### src/rtl/fir_pkg.sv
// Shared definitions for the FIR sequencing controller: default geometry and FSM encoding.
package fir_pkg;

  localparam int TAPS_DEF = 16;
  localparam int AW_DEF   = 4;

  typedef enum logic [1:0] {
    ST_IDLE  = 2'd0,
    ST_RUN   = 2'd1,
    ST_FLUSH = 2'd2,
    ST_OUT   = 2'd3
  } fsm_state_t;

endpackage

### src/rtl/fir_seq_ctrl_if.sv
// Handshake and memory-control bundle between the FIR sequencer (master) and its datapath (slave).
interface fir_seq_ctrl_if import fir_pkg::*; #(
  parameter int AW = AW_DEF
);

  logic          in_valid;
  logic          in_ready;
  logic          smp_we;
  logic [AW-1:0] wr_ptr;
  logic [AW-1:0] rd_addr;
  logic [AW-1:0] coef_addr;
  logic          mac_en;
  logic          mac_clr;
  logic          zero_tap;
  logic          out_valid;
  logic          out_ready;
  logic          busy;

  modport master (
    input  in_valid, out_ready,
    output in_ready, smp_we, wr_ptr, rd_addr, coef_addr,
           mac_en, mac_clr, zero_tap, out_valid, busy
  );

  modport slave (
    output in_valid, out_ready,
    input  in_ready, smp_we, wr_ptr, rd_addr, coef_addr,
           mac_en, mac_clr, zero_tap, out_valid, busy
  );

endinterface

### src/rtl/fir_tap_cnt.sv
// Tap index counter: AW-bit up-counter with synchronous clear (priority) and count enable.
module fir_tap_cnt import fir_pkg::*; #(
  parameter int AW = AW_DEF
) (
  input  logic          clk,
  input  logic          rstn,
  input  logic          clr_i,
  input  logic          en_i,
  output logic [AW-1:0] cnt_o
);

  logic [AW-1:0] cnt_q;
  logic [AW-1:0] cnt_d;

  always_comb begin
    cnt_d = cnt_q;
    if (clr_i) begin
      cnt_d = '0;
    end else if (en_i) begin
      cnt_d = cnt_q + AW'(1);
    end
  end

  always_ff @(posedge clk or negedge rstn) begin
    if (!rstn) begin
      cnt_q <= '0;
    end else begin
      cnt_q <= cnt_d;
    end
  end

  assign cnt_o = cnt_q;

endmodule

### src/rtl/fir_seq_ctrl.sv
// FIR sequencer: accepts one sample, walks TAPS delay-line/coefficient addresses, drives the MAC
// strobes one cycle behind the addresses (memory latency), then holds the result until taken.
module fir_seq_ctrl import fir_pkg::*; #(
  parameter int TAPS = TAPS_DEF,
  parameter int AW   = AW_DEF
) (
  input  logic           clk,
  input  logic           rstn,
  fir_seq_ctrl_if.master bus
);

  localparam logic [AW-1:0] LAST_K   = AW'(TAPS - 1);
  localparam logic [AW:0]   FILL_MAX = (AW + 1)'(TAPS);

  function automatic logic [AW:0] fill_sat_inc(input logic [AW:0] f);
    return (f >= FILL_MAX) ? FILL_MAX : f + (AW + 1)'(1);
  endfunction

  fsm_state_t    state_q, state_d;
  logic [AW-1:0] wr_ptr_q, wr_ptr_d;
  logic [AW-1:0] base_q, base_d;
  logic [AW-1:0] rd_addr_q, rd_addr_d;
  logic [AW:0]   fill_q, fill_d;
  logic          mac_en_q, mac_en_d;
  logic          mac_clr_q, mac_clr_d;
  logic          zero_tap_q, zero_tap_d;
  logic          out_valid_q, out_valid_d;
  logic          busy_q, busy_d;
  logic          rdy_q;
  logic          in_ready;
  logic          accept;
  logic          cnt_clr;
  logic          cnt_en;
  logic [AW-1:0] k_cnt;

  fir_tap_cnt #(.AW(AW)) u_tap_cnt (
    .clk   (clk),
    .rstn  (rstn),
    .clr_i (cnt_clr),
    .en_i  (cnt_en),
    .cnt_o (k_cnt)
  );

  // rdy_q keeps in_ready low during reset and until the first clock edge after release.
  assign in_ready = rdy_q & (state_q == ST_IDLE);
  assign accept   = bus.in_valid & in_ready;

  always_comb begin
    state_d     = state_q;
    wr_ptr_d    = wr_ptr_q;
    base_d      = base_q;
    rd_addr_d   = rd_addr_q;
    fill_d      = fill_q;
    out_valid_d = out_valid_q;
    cnt_clr     = 1'b0;
    cnt_en      = 1'b0;
    unique case (state_q)
      ST_IDLE: begin
        if (accept) begin
          base_d    = wr_ptr_q;
          rd_addr_d = wr_ptr_q;
          wr_ptr_d  = wr_ptr_q + AW'(1);
          fill_d    = fill_sat_inc(fill_q);
          cnt_clr   = 1'b1;
          state_d   = ST_RUN;
        end
      end
      ST_RUN: begin
        cnt_en    = 1'b1;
        rd_addr_d = base_q - (k_cnt + AW'(1));
        if (k_cnt == LAST_K) begin
          state_d = ST_FLUSH;
        end
      end
      ST_FLUSH: begin
        out_valid_d = 1'b1;
        state_d     = ST_OUT;
      end
      ST_OUT: begin
        if (bus.out_ready) begin
          out_valid_d = 1'b0;
          state_d     = ST_IDLE;
        end
      end
      default: state_d = ST_IDLE;
    endcase
    // MAC strobes trail the RUN addresses by one cycle to line up with the memory read data.
    mac_en_d   = (state_q == ST_RUN);
    mac_clr_d  = (state_q == ST_RUN) && (k_cnt == '0);
    zero_tap_d = (state_q == ST_RUN) && ({1'b0, k_cnt} >= fill_q);
    busy_d     = (state_d != ST_IDLE);
  end

  always_ff @(posedge clk or negedge rstn) begin
    if (!rstn) begin
      state_q     <= ST_IDLE;
      wr_ptr_q    <= '0;
      base_q      <= '0;
      rd_addr_q   <= '0;
      fill_q      <= '0;
      mac_en_q    <= 1'b0;
      mac_clr_q   <= 1'b0;
      zero_tap_q  <= 1'b0;
      out_valid_q <= 1'b0;
      busy_q      <= 1'b0;
      rdy_q       <= 1'b0;
    end else begin
      state_q     <= state_d;
      wr_ptr_q    <= wr_ptr_d;
      base_q      <= base_d;
      rd_addr_q   <= rd_addr_d;
      fill_q      <= fill_d;
      mac_en_q    <= mac_en_d;
      mac_clr_q   <= mac_clr_d;
      zero_tap_q  <= zero_tap_d;
      out_valid_q <= out_valid_d;
      busy_q      <= busy_d;
      rdy_q       <= 1'b1;
    end
  end

  assign bus.in_ready  = in_ready;
  assign bus.smp_we    = accept;
  assign bus.wr_ptr    = wr_ptr_q;
  assign bus.rd_addr   = rd_addr_q;
  assign bus.coef_addr = k_cnt;
  assign bus.mac_en    = mac_en_q;
  assign bus.mac_clr   = mac_clr_q;
  assign bus.zero_tap  = zero_tap_q;
  assign bus.out_valid = out_valid_q;
  assign bus.busy      = busy_q;

endmodule

### src/flat_wrapper.sv
// flat-port wrapper written by rule: the top's interface ports become plain ports
module fir_seq_ctrl_flat import fir_pkg::*;
#(
  parameter int TAPS = TAPS_DEF,
  parameter int AW   = AW_DEF
)
  (clk, rstn, bus_in_valid, bus_out_ready, bus_in_ready, bus_smp_we, bus_wr_ptr, bus_rd_addr, bus_coef_addr, bus_mac_en, bus_mac_clr, bus_zero_tap, bus_out_valid, bus_busy);
  fir_seq_ctrl_if #(.AW(AW)) bus_i ();
  input  logic clk;
  input  logic rstn;
  input wire logic [$bits(bus_i.in_valid)-1:0] bus_in_valid;
  input wire logic [$bits(bus_i.out_ready)-1:0] bus_out_ready;
  output wire logic [$bits(bus_i.in_ready)-1:0] bus_in_ready;
  output wire logic [$bits(bus_i.smp_we)-1:0] bus_smp_we;
  output wire logic [$bits(bus_i.wr_ptr)-1:0] bus_wr_ptr;
  output wire logic [$bits(bus_i.rd_addr)-1:0] bus_rd_addr;
  output wire logic [$bits(bus_i.coef_addr)-1:0] bus_coef_addr;
  output wire logic [$bits(bus_i.mac_en)-1:0] bus_mac_en;
  output wire logic [$bits(bus_i.mac_clr)-1:0] bus_mac_clr;
  output wire logic [$bits(bus_i.zero_tap)-1:0] bus_zero_tap;
  output wire logic [$bits(bus_i.out_valid)-1:0] bus_out_valid;
  output wire logic [$bits(bus_i.busy)-1:0] bus_busy;
  assign bus_i.in_valid = bus_in_valid;
  assign bus_i.out_ready = bus_out_ready;
  assign bus_in_ready = bus_i.in_ready;
  assign bus_smp_we = bus_i.smp_we;
  assign bus_wr_ptr = bus_i.wr_ptr;
  assign bus_rd_addr = bus_i.rd_addr;
  assign bus_coef_addr = bus_i.coef_addr;
  assign bus_mac_en = bus_i.mac_en;
  assign bus_mac_clr = bus_i.mac_clr;
  assign bus_zero_tap = bus_i.zero_tap;
  assign bus_out_valid = bus_i.out_valid;
  assign bus_busy = bus_i.busy;
  fir_seq_ctrl #(.TAPS(TAPS), .AW(AW)) u_core (.clk(clk), .rstn(rstn), .bus(bus_i));
endmodule
### config.mk
export PLATFORM = sky130hd
export DESIGN_NAME = fir_seq_ctrl_flat
export DESIGN_NICKNAME = d
export VERILOG_FILES = /design/src/rtl/fir_pkg.sv /design/src/rtl/fir_seq_ctrl_if.sv /design/src/rtl/fir_tap_cnt.sv /design/src/rtl/fir_seq_ctrl.sv /design/src/flat_wrapper.sv
export SDC_FILE = /design/constraint.sdc
export NUM_CORES = 1
export LEC_CHECK = 0
export ABC_AREA = 0
export CORE_AREA = 4 4 80 45
export CTS_CLUSTER_DIAMETER = 50
export DETAILED_ROUTE_END_ITERATION = 8
export DIE_AREA = 0 0 84 49
export PLACE_DENSITY = 0.85
export REMOVE_ABC_BUFFERS = 1
export SLEW_MARGIN = 20
export SYNTH_ARGS = -nofsm -noshare
export SYNTH_HDL_FRONTEND = slang
export SYNTH_HIERARCHICAL = 1
export SYNTH_SLANG_ARGS = --single-unit
### constraint.sdc
create_clock -name clk -period 2 [get_ports clk]
set_clock_uncertainty 0.2 [all_clocks]
set_input_delay 0.6 -clock clk [delete_from_list [all_inputs] [get_ports clk]]
set_output_delay 0.6 -clock clk [all_outputs]
set_load 0.02 [all_outputs]
======== After elaboration in Yosys (flattened, before gate mapping) ========
Cells that the tools add are included.
operators by class
  add/sub/neg operators ................... 4
  order comparisons ....................... 2
  eq/ne operators ......................... 6
  mux-type cells .......................... 14
  bitwise gates (word level) .............. 2
  reduce and logical (&&, ||, !) cells .... 11
operator list
  operator                                                  number
  two-way mux 4 bit                                         3
  adder 4 x 1 -> 4 bit, second input constant               2
  one-hot mux 2 bit (4 select lines)                        1
  one-hot mux 4 bit (2 select lines)                        1
  nonzero test 2 bit                                        4
  two-way mux 2 bit                                         3
  AND reduction 2 bit                                       3
  adder 5 x 1 -> 5 bit, second input constant               1
  greater-or-equal comparator 4 x 5 -> 1 bit                1
  greater-or-equal comparator 5 bit, second input constant  1
  two-way mux 5 bit                                         1
  == test 2 bit, second input constant                      2
  == test 4 bit, second input constant                      1
  logical NOT 4 bit                                         1
  two-way mux 1 bit                                         4
  != test 2 bit, second input constant                      2
  subtractor 4 bit                                          1
  bitwise AND 1 bit                                         2
  == test 2 x 1 -> 1 bit, second input constant             1
  logical AND 1 bit                                         2
  logical NOT 2 bit                                         1
  one-hot mux 1 bit (2 select lines)                        1
word-level totals
  bits in registers ....................... 29
  bits of input ports ..................... 4
  output and inout bits ................... 19
  logic and storage cells ................. 51

======== Logic depth before layout (Yosys ltp) ========
  depth in word-level cells ............... 6
  gate-level depth with buffers ........... 6
  depth with buffers taken out ............ 6

======== By module ========
Netlist, hierarchy kept.
by module, submodules not included
  module        instances  cells an instance  area an instance (um^2)  sequential area each (um^2)
  fir_seq_ctrl  1          123                1232.4                   625.6
  fir_tap_cnt   1          16                 192.7                    100.1

======== Least setup slack after synthesis ========
OpenSTA, ideal clock, no wires.
  kind .................................... input-to-output
  start point ............................. in bus_in_valid
  end point ............................... out bus_smp_we
  arrival time ............................ 1.076 ns
  data required time ...................... 1.200 ns
  slack ................................... 0.124 ns
  stages on the path ...................... 4
  buffers on the path ..................... 2
  cell sequence ........................... nand4bb_1 > buf_4 > inv_2 > buf_6
between the ends
  longest elaborated chain between the ends .. 1
RTL lines
  item                line                text
  start: declaration  flat_wrapper.sv:11  input wire logic [$bits(bus_i.in_valid)-1:0] bus_in_valid;
  bitwise AND 1 bit   fir_seq_ctrl.sv:46  assign accept = bus.in_valid & in_ready;
  end: declaration    flat_wrapper.sv:14  output wire logic [$bits(bus_i.smp_we)-1:0] bus_smp_we;
No other way between the ends.

======== Worst setup path after layout ========
  start point ............................. reg u_core.state_q[0]
  end point ............................... out bus_in_ready
between the ends
  longest elaborated chain between the ends .. 2
RTL lines
  item                      line                 text
  start: declaration        fir_seq_ctrl.sv:19   fsm_state_t state_q, state_d;
  start signal: assignment  fir_seq_ctrl.sv:108  state_q <= state_d;
  logical NOT 2 bit         fir_seq_ctrl.sv:45   assign in_ready = rdy_q & (state_q == ST_IDLE);
  bitwise AND 1 bit         fir_seq_ctrl.sv:45
  end: declaration          flat_wrapper.sv:13   output wire logic [$bits(bus_i.in_ready)-1:0] bus_in_ready;
No other way between the ends.

==> results.cfg <==
[status]
status = finished, final reports clean

[timing]
finalMaxSlewViolations = 0
final-hold-violation-count = 0
period_share = 0.9739
setup_tns_ps = 0
fmaxAchievable_mhz = 513.4
post-route-min-period_ps = 1948
worst_slack_ps = 52.24
hold_ws_ps = 282.7
setup_viol = 0

[setup_path]
required_ps = 1200
critPathKind = flip-flop to output pin
worst_ep_arrival_time_ps = 1150
cp_max_fo = 2
cp-start-kind = flip-flop
worst_setup_path_end_kind = output pin

[clocking]
cts_sinks = 29
clk_latency_ps = 280
hold_buffers = 0
cts_made_buffers = 5
cts_setup_buffers = 0
h-tree-depth = 2
cts_root_buffer = clkbuf_8
cts_tree = built
clk_path_buf_depth = 2
path_clk_slew_ps = 60

[route]
drt-pass1-iter-count = 4
ant_nets = 0
vias = 1090
vias_per_cell = 4.955
drt-initial-drc-count = 53
wl_per_cell_um = 14.05
drt-total-wl_mm = 3.091
route.detailed.drc = 0

[logic_synthesis]
synth_compound_area_frac = 0.1001
synth_top_family_by_area = simple AND/OR/NAND/NOR gates
synth_edf_count = 0
seq_area_frac_synth = 0.5092
synthFlopType = dfrtp_1
ys_warn_count = 6
synthSimpleGateAreaFrac = 0.1633
synth_cells = 139
synth_fa_ha_area_frac = 0.1106
synth.distinct_cells = 36
syn_avg_cell_area_sq_um = 10.25
synth_async_sr_flop_share = 1.000
synthMuxAreaShare = 0.01756
syn_area_sq_mm = 0.001425
ys_ff_latch = 29
synth_xor_area_frac = 0.04302

[finish]
syn_to_final_growth_pct = 31.17
diodes = 0
drive_gt1_frac = 0.1778
stdcell_area_sq_mm = 0.001869
final_util = 0.6507
final_nets = 195
fin_cells = 220
fill_cells = 253
final_cell_mix = dfrtp_1, nand2_1, dlygate4sd2_1, buf_4
layout_commonest_cell = dfrtp_1

[worst_hold_path]
hp-class = flip-flop to flip-flop

[power]
p_leak_nw = 0.9654
powerDensity_mw_per_mm2 = 1665
ir_drop_mv = 0.7808
finalPower_mw = 3.113

[floorplan]
die_width_um = 84
die_h_um = 49
start_util = 0.4961
core_sq_mm = 0.002873
rows = 14
ioPinCount = 23
dieArea_sq_mm = 0.004116

[placement]
dp_hpwl_mm = 2.260
place_ws_ps = -771.6
dp_cells = 212
numPortBuffers = 22
place_area_sq_mm = 0.001777
finalWeightedCongestion = 0.8522

[global_routing]
grt_pass1_vias = 1102
grtUsageTotal = 0.1686
overflow = 0
grt_pass1_wl_mm = 5.361
antenna_found_initial = 0
grt_max_degree = 30

[job]
maxCapViolations = 0
[critical path: stages (launching register included)]
cell	delay, ps
dfrtp_1	400
buf_6	130
nor2_4	90
and2_4	140
buf_6	110
[area by class of cell]
type / instances / area, sq um / area share
Sequential cell: 29 / 725.7 / 0.3882
Multi-Input combinational cell: 94 / 649.4 / 0.3474
Timing Repair Buffer: 37 / 316.6 / 0.1693
Clock buffer: 6 / 72.57 / 0.03882
Tap cell: 40 / 50.05 / 0.02677
Inverter: 12 / 45.04 / 0.02410
Clock inverter: 2 / 10.01 / 0.005355
[sequential cells by signal (all words and copies together), names as in the netlist]
signal / flops
u_core/bus.mac_clr: 1
u_core/base_q: 4
u_core/rdy_q: 1
u_core/bus.rd_addr: 4
u_core/fill_q: 5
u_core/bus.mac_en: 1
u_core/state_q: 2
u_core/u_tap_cnt/cnt_o: 4
u_core/bus.wr_ptr: 4
u_core/bus.zero_tap: 1
u_core/bus.busy: 1
u_core/bus.out_valid: 1
[timing repair]
action,4_1_cts,5_1_grt
endpoints found under the setup margin,19,2
pin swaps,2,0
gates resized for setup,32,6
[Yosys cell counts, types with 2 or more instances]
cell       n  area (sq um)
xnor2_1    5         43.79
inv_1     11         41.29
dfrtp_1   29         725.7
nand2_1   24         90.09
xor2_1     2         17.52
nand4_1    3         18.77
o21ai_0    6         30.03
o22ai_1    2         12.51
nand3b_1   2         15.01
a31oi_1    2         12.51
nand3_1    3         15.01
nor3_1     2         10.01
buf_4      2         15.01
a21oi_1    5         25.02
nor2_1     9         33.78
a21o_1     2         15.01
ha_1      11         137.6
[metal layers]
metal	routed length [um]	track usage	up-vias
met1	1524	0.2316	510
met2	1342	0.2322	28
met5	0	0	-
li1	-	-	545
met4	51	0.07219	0
met3	172	0.06914	7
[where the power goes]
part / switching [mW] / internal, mW
clock network: 0.208 / 0.240
registers: 0.171 / 0.837
logic: 0.895 / 0.761
total: 1.27 / 1.84
[final timing paths]
path	startpoint	endpoint	slack [ps]	depth (start not counted)
hold / removal	u_core/bus.rd_addr[1]	u_core/bus.rd_addr[1]	280	2
max in group asynchronous	rstn	u_core/bus.rd_addr[3]	820	2
setup reg to reg	u_core/u_tap_cnt/cnt_o[0]	u_core/bus.rd_addr[2]	170	7
min in group asynchronous	rstn	u_core/state_q[0]	500	2
hold reg to reg	u_core/bus.rd_addr[1]	u_core/bus.rd_addr[1]	280	2
setup / recovery	u_core/state_q[0]	bus_in_ready	50	4
[cell families (layout without fill, tap and decap cells)]
family                   Yosys count  count (layout)
adder cells (fa/ha/maj)           12              12
multiplexers                       2               2
XOR/XNOR                           7               7
AND/OR/NAND/NOR                   50              50
flip-flops                        29              29
buffers and inverters             16              57
other                              1               1
AO/OA/AOI/OAI                     22              22
(Power assumes the default switching activity.)
